[src/rtl/rd_wr_responder.sv]
// rd_wr_responder: target-side register file for the start/wr/rd strobe bus.
// It also supervises each session: after a start edge it expects one write,
// then a read, within TIMEOUT cycles per wait state. Collisions and timeouts
// are reported through sticky status bits.
// Optional build macro: RD_BURST2_EN, which requires two back-to-back
// read-only cycles to complete a session.
module rd_wr_responder #(
  parameter int unsigned DATA_W  = 8,
  parameter int unsigned ADDR_W  = 4,
  parameter int unsigned TIMEOUT = 16
) (
  input  logic              clk,
  input  logic              rst,
  input  logic              start,
  input  logic              wr,
  input  logic              rd,
  input  logic [ADDR_W-1:0] addr,
  input  logic [DATA_W-1:0] wdata,
  output logic [DATA_W-1:0] rdata,
  output logic              rvalid,
  output logic              busy,
  output logic              done,
  output logic              err_collision,
  output logic              err_timeout
);

  localparam int unsigned DEPTH = 1 << ADDR_W;
  localparam int unsigned CNT_W = 16;
  localparam logic [CNT_W-1:0] CNT_LAST = CNT_W'(TIMEOUT - 1);
  localparam logic [CNT_W-1:0] CNT_MAX  = '1;

`ifdef RD_BURST2_EN
  localparam bit BURST2 = 1'b1;
`else
  localparam bit BURST2 = 1'b0;
`endif

  typedef enum logic [2:0] {
    IDLE    = 3'd0,
    WAIT_WR = 3'd1,
    WAIT_RD = 3'd2,
    DONE    = 3'd3,
    ERR     = 3'd4
  } state_t;

  state_t             state;
  logic [CNT_W-1:0]   cnt;
  logic               start_q;
  logic               rd_pend;
  logic [DATA_W-1:0]  mem [DEPTH];

  logic start_rise_c;
  logic wr_only_c;
  logic rd_only_c;
  logic coll_c;
  logic rd_complete_c;
  logic cnt_expired_c;

  // Strobe decode shared by storage and session tracking.
  always_comb begin
    start_rise_c  = start & ~start_q;
    wr_only_c     = wr & ~rd;
    rd_only_c     = rd & ~wr;
    coll_c        = wr & rd;
    rd_complete_c = rd_only_c & (~BURST2 | rd_pend);
    cnt_expired_c = (cnt == CNT_LAST);
  end

  // Start edge history.
  always_ff @(posedge clk) begin
    if (rst) start_q <= 1'b0;
    else     start_q <= start;
  end

  // Storage: writes on write-only cycles, cleared by reset.
  always_ff @(posedge clk) begin
    if (rst) begin
      for (int i = 0; i < int'(DEPTH); i++) mem[i] <= '0;
    end else if (wr_only_c) begin
      mem[addr] <= wdata;
    end
  end

  // Read port: one-cycle latency, rdata holds between reads.
  always_ff @(posedge clk) begin
    if (rst) begin
      rdata  <= '0;
      rvalid <= 1'b0;
    end else begin
      rvalid <= rd_only_c;
      if (rd_only_c) rdata <= mem[addr];
    end
  end

  // Session FSM with registered status outputs.
  always_ff @(posedge clk) begin
    if (rst) begin
      state         <= IDLE;
      cnt           <= '0;
      rd_pend       <= 1'b0;
      busy          <= 1'b0;
      done          <= 1'b0;
      err_collision <= 1'b0;
      err_timeout   <= 1'b0;
    end else begin
      // Set wins over the clear that a start edge applies below.
      if (coll_c) err_collision <= 1'b1;

      if (start_rise_c) begin
        state       <= WAIT_WR;
        cnt         <= '0;
        rd_pend     <= 1'b0;
        busy        <= 1'b1;
        done        <= 1'b0;
        err_timeout <= 1'b0;
        if (!coll_c) err_collision <= 1'b0;
      end else begin
        case (state)
          WAIT_WR: begin
            if (coll_c) begin
              state <= ERR;
              busy  <= 1'b0;
              cnt   <= '0;
            end else if (wr_only_c) begin
              state   <= WAIT_RD;
              cnt     <= '0;
              rd_pend <= 1'b0;
            end else if (cnt_expired_c) begin
              state       <= ERR;
              busy        <= 1'b0;
              cnt         <= '0;
              err_timeout <= 1'b1;
            end else if (cnt != CNT_MAX) begin
              cnt <= cnt + CNT_W'(1);
            end
          end
          WAIT_RD: begin
            if (coll_c) begin
              state   <= ERR;
              busy    <= 1'b0;
              cnt     <= '0;
              rd_pend <= 1'b0;
            end else if (rd_complete_c) begin
              state   <= DONE;
              busy    <= 1'b0;
              cnt     <= '0;
              rd_pend <= 1'b0;
              done    <= 1'b1;
            end else if (cnt_expired_c) begin
              state       <= ERR;
              busy        <= 1'b0;
              cnt         <= '0;
              rd_pend     <= 1'b0;
              err_timeout <= 1'b1;
            end else begin
              // A lone read arms the pair; anything else restarts it.
              rd_pend <= rd_only_c;
              if (cnt != CNT_MAX) cnt <= cnt + CNT_W'(1);
            end
          end
          default: begin
            cnt <= '0;
          end
        endcase
      end
    end
  end

endmodule

[config.mk]
export PLATFORM = sky130hd
export DESIGN_NAME = rd_wr_responder
export DESIGN_NICKNAME = d
export VERILOG_FILES = /design/src/rtl/rd_wr_responder.sv
export SDC_FILE = /design/constraint.sdc
export NUM_CORES = 1
export LEC_CHECK = 0
export ABC_CLOCK_PERIOD_IN_PS = 2900
export CORE_MARGIN = 5
export CORE_UTILIZATION = 45
export DETAILED_ROUTE_END_ITERATION = 7
export GPL_TIMING_DRIVEN = 1
export SYNTH_ARGS = -nofsm -noshare
export SYNTH_HDL_FRONTEND = slang
export SYNTH_SLANG_ARGS = --single-unit
[constraint.sdc]
create_clock -name clk -period 2.9 [get_ports clk]
set_input_delay 0.87 -clock clk [delete_from_list [all_inputs] [get_ports clk]]
set_output_delay 0.87 -clock clk [all_outputs]
set_load 0.05 [all_outputs]
# Yosys cells after proc, flatten, opt, wreduce, memory -nomap -nowiden
# Memory sizes are Yosys's and may differ from the RTL's. A register that Yosys moved wholly into a read port is not among the register bits.
# Cells that the tools add are included.
dict set report classes {
  n_reduce_logical 7
  add_sub_neg 1
  muxes 38
  eq_ne 9
  bitwise 8
}
# operator n
set ops {}
lappend ops {{$mux W16} 6}
lappend ops {{$pmux W16 S2} 1}
lappend ops {{$mux W1} 21}
lappend ops {{$add A16 B1 Y16 const B} 1}
lappend ops {{$eq A16 B4 Y1 const B} 1}
lappend ops {{$ne A16 B16 Y1 const B} 1}
lappend ops {{$mux W3} 5}
lappend ops {{$mux W8} 1}
lappend ops {{$ne A2 B2 Y1 const B} 4}
lappend ops {{$reduce_or A8 Y1} 1}
lappend ops {{$pmux W3 S2} 1}
lappend ops {{$reduce_and A5 Y1} 1}
lappend ops {{$and A1 B1 Y1} 4}
lappend ops {{$mux W4} 1}
lappend ops {{$ne A4 B4 Y1 const B} 1}
lappend ops {{$not A1 Y1} 4}
lappend ops {{$pmux W1 S2} 2}
lappend ops {{$eq A3 B1 Y1 const B} 1}
lappend ops {{$eq A3 B2 Y1 const B} 1}
lappend ops {{$reduce_and A3 Y1} 1}
lappend ops {{$reduce_bool A3 Y1} 1}
lappend ops {{$reduce_and A2 Y1} 1}
lappend ops {{$reduce_bool A2 Y1} 1}
lappend ops {{$reduce_or A2 Y1} 1}
dict set report totals {
  n_memories 1
  ramBits 128
  reg_bits 25
  inputBits 17
  word_cells 73
  out_inout_bits 13
}
# memory depth word_bits rd rd_clocked_by_memory_dff wr line_no
set mem_list {}
lappend mem_list {mem 16 8 1 1 16 50} ;# logic [DATA_W-1:0] mem [DEPTH];

# Depth between registers and ports, before layout
# Gate-level depths: netlist of run 1.
dict set report depth {
  depth_word 7
  depth_mapped 7
  depth_no_buf 5
}

# Worst setup path after synthesis of run 1
# No wires, ideal clock.
dict set report synth_path {
  path_kind {in2reg}
  from {input rst}
  to {memory mem[3][0], enable pin}
  t_arrival_ns 2.171
  cell_stages 5
  setup_time_ns 0.310
  n_path_buf 1
  setup_slack_ns 0.420
  cell_sequence {clkbuf_1 > nor3b_1 > nand3_1 > nor3_1 > or2_2}
}
# element line_no
set synth_rtl {}
lappend synth_rtl {{from (decl)} 13} ;# input logic rst,
lappend synth_rtl {{to (decl)} 50}

==> flow_summary.json, run 1 <==
{
  "status": "complete, no violations",
  "initial_core_util_pct": 45.7,
  "io_buffers": 29,
  "synthSimpleGateAreaFrac_pct": 21.9,
  "dp.final_hpwl_mm": 12.5,
  "cts_setup_buffers": 0,
  "reg2reg_from": "cnt[0]$_SDFF_PP0_",
  "holdWs_ns": 0.469,
  "min_to": "err_collision$_SDFF_PP0_",
  "numCtsBuffers": 17,
  "path_max_fanout": 15,
  "ys_seq_area_share_pct": 59.7,
  "vdd_drop_max_uv": 432,
  "rsz0062_at_grt": "false",
  "worst-setup-path-type": "in -> reg",
  "syn-cell-area_sq_um": 7550,
  "synthArstFlopShare_pct": 0,
  "syn_inst": 597,
  "wire_per_inst_um": 20.4,
  "tightest_slew_ns": 0.859,
  "drtIter0Drc": 385,
  "dp.cells": 849,
  "root_buffer": "clkbuf_16",
  "p_leak_nw": 3.13,
  "grt_max_degree": 35,
  "grt_pass1_wl_mm": 28.1,
  "core_area_sq_um": 16500,
  "grt_pass1_vias": 4866,
  "synth_seq_cells": 161,
  "clock_path_buffers": 2,
  "fin_crit_sh_pct": 89.4,
  "final_cells": 881,
  "syn_area_per_cell_sq_um": 12.6,
  "min_path_cells": 2,
  "drive_gt1_share_pct": 16.6,
  "viasPerCell": 5.52,
  "r2r-end": "cnt[11]$_SDFF_PP0_",
  "syn-num-nets": 615,
  "postCtsResizedCells": 0,
  "yosysUniqueCellTypes": 49,
  "power_density_nw_per_um2": 611,
  "gp_congestion": 0.877,
  "final.min_clock_period_ns": 2.59,
  "setup_viol": 0,
  "clock.fmax_mhz": 386,
  "clock_latency_ns": 0.43,
  "fin_worst_skew_ns": 0.00718,
  "synth_ff_type": "edfxtp_1",
  "fp.dieW_um": 139,
  "final_common_cell": "and2_1",
  "finalWirelength_mm": 17.9,
  "yosys_warnings": 0,
  "layout.nets": 666,
  "grt_overflow": 0,
  "htreeDepth": 4,
  "most-common-layout-cells": "and2_1 (129), edfxtp_1 (128), mux2i_1 (39), buf_4 (35), dfxtp_1 (33)",
  "synth-xor-area-share_pct": 0,
  "max_cap_viol_count": 0,
  "clk_pin_slew_worst_paths_ns": 0.06,
  "cp-start-kind": "input pin",
  "synth_edf_count": 128,
  "num_io_pins": 30,
  "chipHeight_um": 139,
  "max_slew_margin_pct": 42.2,
  "hp-class": "reg -> reg",
  "route.antenna.remaining_nets": 0,
  "antenna_cells": 0,
  "crit_required_ns": 3.19,
  "reg2reg_depth": 5,
  "arrival_ns": 2.89,
  "holdBufCountCts": 0,
  "vias": 4863,
  "p_total_w": 0.00542,
  "synth-compound-area-share_pct": 5.85,
  "drc": 0,
  "synth_fa_ha_area_share_pct": 0.166,
  "synth_top_family_by_area": "simple AND/OR/NAND/NOR gates",
  "clkSinkCount": 161,
  "hold_start": "err_collision$_SDFF_PP0_",
  "synthMuxAreaShare_pct": 10.4,
  "cp-end-kind": "flip-flop",
  "grt_antenna_before_repair": 0,
  "maxSlewViolCount": 0,
  "rrSetupSlack_ns": 0.91,
  "synthToLayoutAreaGrowth_pct": 17.5,
  "die_area_sq_um": 19500,
  "hold_viol": 0,
  "cts_tree": "done",
  "rows": 47,
  "globalRouteTotalUtil_pct": 19.2,
  "dr.pass1.iters": 5
}
## registers in the layout, indices dropped and copies added (netlist names), 3 cells and up
| register | count |
|---|---|
| cnt | 16 |
| mem | 128 |
| rdata | 8 |
| state | 3 |
## routing by layer
layer	share of wire [%]	GRT usage [%]	vias to the layer above
met5	0	0	-
met4	1.6	5.97	0
met3	3.9	4.43	21
met2	47	29.6	100
met1	48	27.2	2420
li1	-	-	2322
## report_power, final
part | internal [W] | switching [W] | leakage, nW
clock network | 0.00144 | 0.000912 | 0.303
registers | 0.00260 | 0.0000449 | 1.49
logic | 0.000167 | 0.000255 | 1.34
total | 0.00421 | 0.00121 | 3.13
## cell usage after synthesis, types with 2 or more instances
master / number / area, sq um
and4_1: 4 / 35.0
o32ai_1: 5 / 43.8
a31oi_1: 6 / 37.5
a21oi_1: 12 / 60.1
edfxtp_1: 128 / 3840
and3_1: 4 / 25.0
nor2b_1: 5 / 31.3
nand3_1: 11 / 55.1
nor3b_1: 2 / 15.0
nand2_1: 12 / 45.0
nor2_1: 31 / 116
a22oi_1: 5 / 37.5
a211oi_1: 14 / 105
nor4_1: 11 / 68.8
inv_1: 3 / 11.3
dfxtp_1: 33 / 661
or3_1: 3 / 18.8
clkbuf_1: 25 / 93.8
mux2_2: 3 / 33.8
or2_2: 17 / 106
buf_2: 6 / 30.0
mux4_2: 16 / 360
nand2b_1: 10 / 62.6
nand4_1: 5 / 31.3
o21ai_0: 4 / 20.0
nor3_1: 19 / 95.1
and2_1: 129 / 807
mux2i_1: 39 / 390
o22ai_1: 9 / 56.3
nand3b_1: 7 / 52.6
## how the worst max path moves through the flow
stage / start / to / depth (start not counted) / slack [ns]
CTS: rdata[5]$_SDFFE_PP0P_ / rdata[5] / 1 / 0.33
global route: addr[3] / rdata[0]$_SDFFE_PP0P_ / 6 / 0.22
finish: addr[3] / rdata[0]$_SDFFE_PP0P_ / 6 / 0.31
detailed placement: addr[3] / rdata[0]$_SDFFE_PP0P_ / 6 / -0.15
global placement: addr[3] / rdata[1]$_SDFFE_PP0P_ / 6 / -0.06
floorplan: rst / mem[3][0]$_SDFFCE_PN0P_ / 5 / 0.42
## worst max-delay path, stage by stage
cell	delay, ns
clkdlybuf4s50_1	0.77
buf_4	0.32
mux2i_1	0.23
o22ai_1	0.10
nor4_1	0.49
nor3_1	0.11
## area by class of cell
cell class	instances	area, sq um
clock buffers	19	433
clock inverters	13	186
fillers	1384	7660
inverters	3	11.3
multi-input cells	400	2890
flip-flops and latches	161	4500
well taps	220	275
repair buffers	65	568
## logic make-up (layout without fill, tap and decap cells)
group	after synthesis	in the layout
mux	58	58
buf+inv	36	100
flops	161	161
fa+ha+maj	1	1
compound gates	62	62
simple gates	279	279
## through the flow
step	instance area, sq um	worst slack, ns	setup TNS, ns	utilization [%]
3_5_place_dp	8250	-0.148	-0.489	49.9
4_1_cts	8870	0.334	0	53.7
3_3_place_gp	8250	-0.0560	-0.215	49.9
2_1_floorplan	7550	0.420	0	-
6_report	8870	0.308	0	53.7
5_1_grt	8870	0.218	0	53.7
Power figures use the tool's default switching activity.
==> run 2, diff against run 1 <==
--- a/config.mk
+++ b/config.mk
@@ -5,6 +5,7 @@
 export SDC_FILE = /design/constraint.sdc
 export NUM_CORES = 1
 export LEC_CHECK = 0
+export ABC_AREA = 1
 export ABC_CLOCK_PERIOD_IN_PS = 2900
 export CORE_MARGIN = 5
 export CORE_UTILIZATION = 45
==> flow_summary.json, run 2 <==
{
  "grt_max_degree": 33,
  "worst-setup-path-type": "in -> reg",
  "rsz0062_at_grt": "false",
  "syn-cell-area_sq_um": 7480,
  "synth-xor-area-share_pct": 0,
  "ys_seq_area_share_pct": 60.2,
  "clkSinkCount": 161,
  "final.min_clock_period_ns": 2.48,
  "rrSetupSlack_ns": 0.96,
  "synthMuxAreaShare_pct": 0,
  "grt_overflow": 0,
  "synth_ff_type": "edfxtp_1",
  "largest_register": "mem",
  "holdBufCountCts": 0,
  "worstSetupStartpoint": "wr",
  "path_max_fanout": 8,
  "synthArstFlopShare_pct": 0,
  "reg2reg_depth": 7,
  "initial_core_util_pct": 45.4,
  "largest_register_ffs": 128,
  "synthSimpleGateAreaFrac_pct": 33.1,
  "cts_setup_buffers": 0,
  "dp.cells": 1143,
  "p_leak_nw": 3.79,
  "layout.nets": 960,
  "htreeDepth": 4,
  "chipHeight_um": 139,
  "drc": 0,
  "yosys_warnings": 0,
  "status": "complete, no violations",
  "globalRouteTotalUtil_pct": 20.0,
  "synthToLayoutAreaGrowth_pct": 19.2,
  "wl_met3_mm": 1.25,
  "grt_pass1_wl_mm": 30.0,
  "io_buffers": 29,
  "vdd_drop_max_uv": 414,
  "synth_top_family_by_area": "simple AND/OR/NAND/NOR gates",
  "gp_congestion": 0.870,
  "cp-end-kind": "flip-flop",
  "cp-start-kind": "input pin",
  "yosysTopAreaCell": "edfxtp_1",
  "clk_pin_slew_worst_paths_ns": 0.06,
  "min_path_cells": 2,
  "wl_met1_mm": 8.31,
  "setup_tns_ns": 0,
  "synth_edf_count": 128,
  "fillCellCount": 1550,
  "clock_path_buffers": 2,
  "placement.cell_area_sq_um": 8300,
  "clock.fmax_mhz": 404,
  "num_io_pins": 30,
  "hold_viol": 0,
  "yosysUniqueCellTypes": 21,
  "drtIter0Drc": 503,
  "vias": 5952,
  "grt_pass1_vias": 5743,
  "slowest_stage": "clkdlybuf4s50_1",
  "hp-class": "reg -> reg",
  "setup_viol": 0,
  "r2r-end": "cnt[9]$_SDFF_PP0_",
  "synth_top_area_share_pct": 51.4,
  "dr.pass1.iters": 5,
  "hold_start": "err_collision$_SDFF_PP0_",
  "reg2reg_from": "cnt[0]$_SDFF_PP0_",
  "syn_area_per_cell_sq_um": 8.50,
  "final_cells": 1175,
  "syn_inst": 880,
  "route.antenna.remaining_nets": 0,
  "finalWirelength_mm": 18.7,
  "crit_path_frequent_cell": "nand2_1",
  "max_slew_margin_pct": 65.5,
  "largestRegisters": "mem: 128 flops, cnt: 16 flops, rdata: 8 flops",
  "yosysMostFrequentCell": "nand2_1",
  "final_area_sq_um": 8920,
  "final_common_cell": "nand2_1",
  "dp.final_hpwl_mm": 12.6,
  "numCtsBuffers": 17,
  "max_cap_viol_count": 0,
  "cp_slowest_stage_delay_ns": 0.48,
  "met2_length_mm": 8.78,
  "wire_per_inst_um": 15.9,
  "synth_fa_ha_area_share_pct": 0.167,
  "core_area_sq_um": 16500,
  "postCtsResizedCells": 0,
  "die_area_sq_um": 19300,
  "min_to": "err_collision$_SDFF_PP0_",
  "maxSlewViolCount": 0,
  "top_layer": "met4",
  "clock_latency_ns": 0.43,
  "synth_seq_cells": 161,
  "arrival_ns": 2.57,
  "synthTopCellsByCount": "nand2_1 (309), nor2_1 (189), edfxtp_1 (128), nand3_1 (68), inv_1 (46)",
  "fin_crit_sh_pct": 85.4,
  "grt_antenna_before_repair": 0,
  "cts_tree": "done",
  "syn-num-nets": 898,
  "drive_gt1_share_pct": 11.2,
  "worst-path-buf-inv": 2,
  "rows": 47,
  "antenna_cells": 0,
  "fin_worst_skew_ns": 0.00669,
  "path_cells": "clkdlybuf4s50_1, inv_1, nor2_1, nand2_1, nor3_4, nand2_2, nand2_1",
  "root_buffer": "clkbuf_16",
  "power_density_nw_per_um2": 614,
  "synthTopCellsByArea": "edfxtp_1 (51%), nand2_1 (16%), nor2_1 (9.5%), dfxtp_1 (8.8%), nand3_1 (4.5%)",
  "crit_required_ns": 2.99,
  "tightest_slew_ns": 0.516,
  "synth-compound-area-share_pct": 1.97,
  "fp.dieW_um": 139,
  "critPathTopFamily": "simple AND/OR/NAND/NOR gates",
  "holdWs_ns": 0.463,
  "viasPerCell": 5.07,
  "most-common-layout-cells": "nand2_1 (309), nor2_1 (189), edfxtp_1 (128), nand3_1 (68), buf_4 (51)"
}
[run 2: changes by cell type in the layout (fill, tap and decap cells not counted), moves of 18 or more]
| cell | before | now |
|---|---|---|
| nand2_1 | 12 | 309 |
| nor2_1 | 31 | 189 |
| and2_1 | 129 | 0 |
| nand3_1 | 11 | 68 |
| inv_1 | 3 | 46 |
| mux2i_1 | 39 | 0 |
| nor3_1 | 19 | 1 |
[run 2: cells by family after synthesis]
kind of cell / Yosys count
simple gates: 602
flops: 161
buf+inv: 87
compound gates: 29
fa+ha+maj: 1
[run 2: worst register-to-register path: stages (launching register included)]
cell,delay [ns]
dfxtp_1,0.37
ha_1,0.22
nand3_1,0.09
nor2_1,0.24
nand4_1,0.38
buf_4,0.32
a21oi_1,0.15
nor2_1,0.06
[run 2: through the flow]
step	utilization [%]	setup WS, ns	total power, W
final	54.2	0.423	0.00547
after global placement	50.4	0.00603	0.00316
after global routing	54.2	0.302	0.00568
after detailed placement	50.4	-0.0124	0.00317
after CTS	54.2	0.405	0.00552
after floorplan	-	0.714	0.00297
[run 2: routing by layer]
layer	vias up	GRT usage, %
met4	0	7.21
met5	-	0
met2	191	31.7
met1	2764	26.5
li1	2963	-
met3	34	5.59
[run 2: area by class of cell]
| class | instances | area [sq um] | area share, % |
|---|---|---|---|
| Clock inverter | 13 | 185 | 2.08 |
| Sequential cell | 161 | 4500 | 50.5 |
| Clock buffer | 19 | 433 | 4.85 |
| Inverter | 48 | 180 | 2.02 |
| Multi-Input combinational cell | 632 | 2630 | 29.5 |
| Tap cell | 220 | 275 | 3.09 |
| Timing Repair Buffer | 82 | 708 | 7.94 |
[run 2: worst max-delay path by stage]
| stage | to | slack, ns | cells past startpoint |
|---|---|---|---|
| finish | mem[14][1]$_SDFFCE_PN0P_ | 0.42 | 7 |
| global route | mem[14][1]$_SDFFCE_PN0P_ | 0.30 | 7 |
| floorplan | mem[13][0]$_SDFFCE_PN0P_ | 0.71 | 6 |
| CTS | rdata[7] | 0.41 | 1 |
| global placement | mem[13][0]$_SDFFCE_PN0P_ | 0.006 | 8 |
| detailed placement | mem[14][3]$_SDFFCE_PN0P_ | -0.01 | 7 |
[run 2: power breakdown]
part,total (W),switching [W],internal (W)
combinational,0.000480,0.000333,0.000148
clock,0.00236,0.000914,0.00144
sequential,0.00264,0.0000377,0.00260
==> run 3, diff against run 2 <==
--- a/config.mk
+++ b/config.mk
@@ -8,7 +8,7 @@
 export ABC_AREA = 1
 export ABC_CLOCK_PERIOD_IN_PS = 2900
 export CORE_MARGIN = 5
-export CORE_UTILIZATION = 45
+export CORE_UTILIZATION = 30
 export DETAILED_ROUTE_END_ITERATION = 7
 export GPL_TIMING_DRIVEN = 1
 export SYNTH_ARGS = -nofsm -noshare
==> flow_summary.json, run 3 (synthesized netlist as in run 2, its figures left out) <==
{
  "status": "complete, no violations",
  "route.antenna.remaining_nets": 0,
  "arrival_ns": 1.61,
  "p_leak_nw": 3.75,
  "core_area_sq_um": 24500,
  "die_area_sq_um": 28200,
  "wire_per_inst_um": 14.8,
  "cp_slowest_stage_delay_ns": 0.82,
  "drive_gt1_share_pct": 11.1,
  "tightest_slew_ns": 0.517,
  "p_total_w": 0.00544,
  "placement.cell_area_sq_um": 8380,
  "grt_max_degree": 30,
  "fin_worst_skew_ns": 0.0129,
  "hold_viol": 0,
  "final_area_sq_um": 8980,
  "final_util_pct": 36.7,
  "dr.pass1.iters": 8,
  "fp.dieW_um": 168,
  "globalRouteTotalUtil_pct": 13.8,
  "io_buffers": 29,
  "fillCellCount": 2453,
  "rsz0062_at_grt": "false",
  "clock_path_buffers": 2,
  "worst-setup-path-type": "reg -> out",
  "holdBufCountCts": 0,
  "clkSinkCount": 161,
  "setup_tns_ns": 0,
  "dp_slack_ns": 0.0693,
  "final_common_cell": "nand2_1",
  "vias": 5891,
  "viasPerCell": 4.62,
  "rows": 57,
  "grt_pass1_wl_mm": 30.7,
  "hp-class": "reg -> reg",
  "rrSetupSlack_ns": 0.89,
  "root_buffer": "clkbuf_16",
  "fin_crit_sh_pct": 85.5,
  "grt_antenna_before_repair": 0,
  "numCtsBuffers": 17,
  "maxSlewViolCount": 0,
  "drc": 0,
  "reg2reg_from": "cnt[0]$_SDFF_PP0_",
  "htreeDepth": 4,
  "cts_setup_buffers": 0,
  "cp-end-kind": "output port",
  "clk_pin_slew_worst_paths_ns": 0.06,
  "grt_pass1_vias": 5658,
  "clock_latency_ns": 0.43,
  "worst-path-buf-inv": 1,
  "p_clk_share_pct": 42.7,
  "p_sw_w": 0.00133,
  "dp.final_hpwl_mm": 12.8,
  "swShare_pct": 24.4,
  "num_io_pins": 30,
  "p_seq_share_pct": 48.5,
  "min_path_cells": 2,
  "max_cap_viol_count": 0,
  "largest_register": "mem",
  "combPwrFrac_pct": 8.8,
  "chipHeight_um": 168,
  "drtIter0Drc": 594,
  "r2r-end": "cnt[5]$_SDFF_PP0_",
  "hold_start": "err_collision$_SDFF_PP0_",
  "layout_setup_ws_ns": 0.420,
  "path_max_fanout": 2,
  "setup_viol": 0,
  "largestRegisters": "mem: 128 flops, cnt: 16 flops, rdata: 8 flops",
  "layout.nets": 956,
  "final.min_clock_period_ns": 2.48,
  "min_to": "err_collision$_SDFF_PP0_",
  "cts_tree": "done",
  "initial_core_util_pct": 30.6,
  "max_slew_margin_pct": 65.4,
  "largest_register_ffs": 128,
  "most-common-layout-cells": "nand2_1 (309), nor2_1 (189), edfxtp_1 (128), nand3_1 (68), buf_4 (49)",
  "antenna_cells": 0,
  "slowest_stage": "clkdlybuf4s50_1",
  "postCtsResizedCells": 0,
  "vdd_drop_max_uv": 451,
  "power_density_nw_per_um2": 605,
  "crit_required_ns": 2.03,
  "clock.fmax_mhz": 403,
  "synthToLayoutAreaGrowth_pct": 20.1,
  "finalWirelength_mm": 18.9,
  "reg2reg_depth": 7,
  "p_int_w": 0.00411,
  "grt_overflow": 0,
  "gp_congestion": 0.874,
  "path_cells": "clkdlybuf4s50_1",
  "cp-start-kind": "flip-flop",
  "critPathTopFamily": "buffers and inverters"
}
==> run 3: metrics by stage <==
step                      hold slack, ns  instances
after floorplan                    0.448        880
after global placement             0.448       1243
after detailed placement           0.450       1243
after CTS                          0.465       1275
after global routing               0.510       1275
final                              0.460       1275
==> run 3: worst reg2reg max path: stages (launching register included) <==
cell and delay, ns:
dfxtp_1 0.37, ha_1 0.24, nand3_1 0.09, nor2_1 0.24, nand4_1 0.42, buf_4 0.33
a21oi_1 0.15, nor2_1 0.06
==> run 3: worst max path at each step <==
stage / slack, ns / end / cells past startpoint / from
final: 0.42 / rdata[0] / 1 / rdata[0]$_SDFFE_PP0P_
after global routing: 0.38 / mem[2][7]$_SDFFCE_PN0P_ / 8 / wr
after CTS: 0.40 / rdata[0] / 1 / rdata[0]$_SDFFE_PP0P_
after detailed placement: 0.07 / mem[6][7]$_SDFFCE_PN0P_ / 8 / wr
after global placement: 0.08 / mem[2][0]$_SDFFCE_PN0P_ / 8 / wr
after floorplan: 0.71 / mem[13][0]$_SDFFCE_PN0P_ / 6 / wr
==> run 3: power by group through the flow <==
stage	Clock [W]	Sequential [W]	Combinational, W
3_3_place_gp	0	0.00269	0.000476
5_1_grt	0.00245	0.00265	0.000528
4_1_cts	0.00235	0.00264	0.000480
2_1_floorplan	0	0.00271	0.000259
3_5_place_dp	0	0.00269	0.000478
6_report	0.00232	0.00264	0.000479
==> run 3: final cells by class <==
type	count	area, sq um	share of cell area, %
clock buffer	17	425	4.73
clock inverter	15	183	2.03
sequential	161	4500	50.1
inverter	48	180	2.01
tap	324	405	4.51
timing repair buffer	78	653	7.27
multi-input combinational	632	2630	29.3
==> run 3: metal layers <==
layer  up-vias  track usage, %  wire, um
met5         -               0         0
met4         0            4.06       271
met3        26            3.00      1230
met2       189            21.3      8760
met1      2722            19.5      8650
li1       2954               -         -
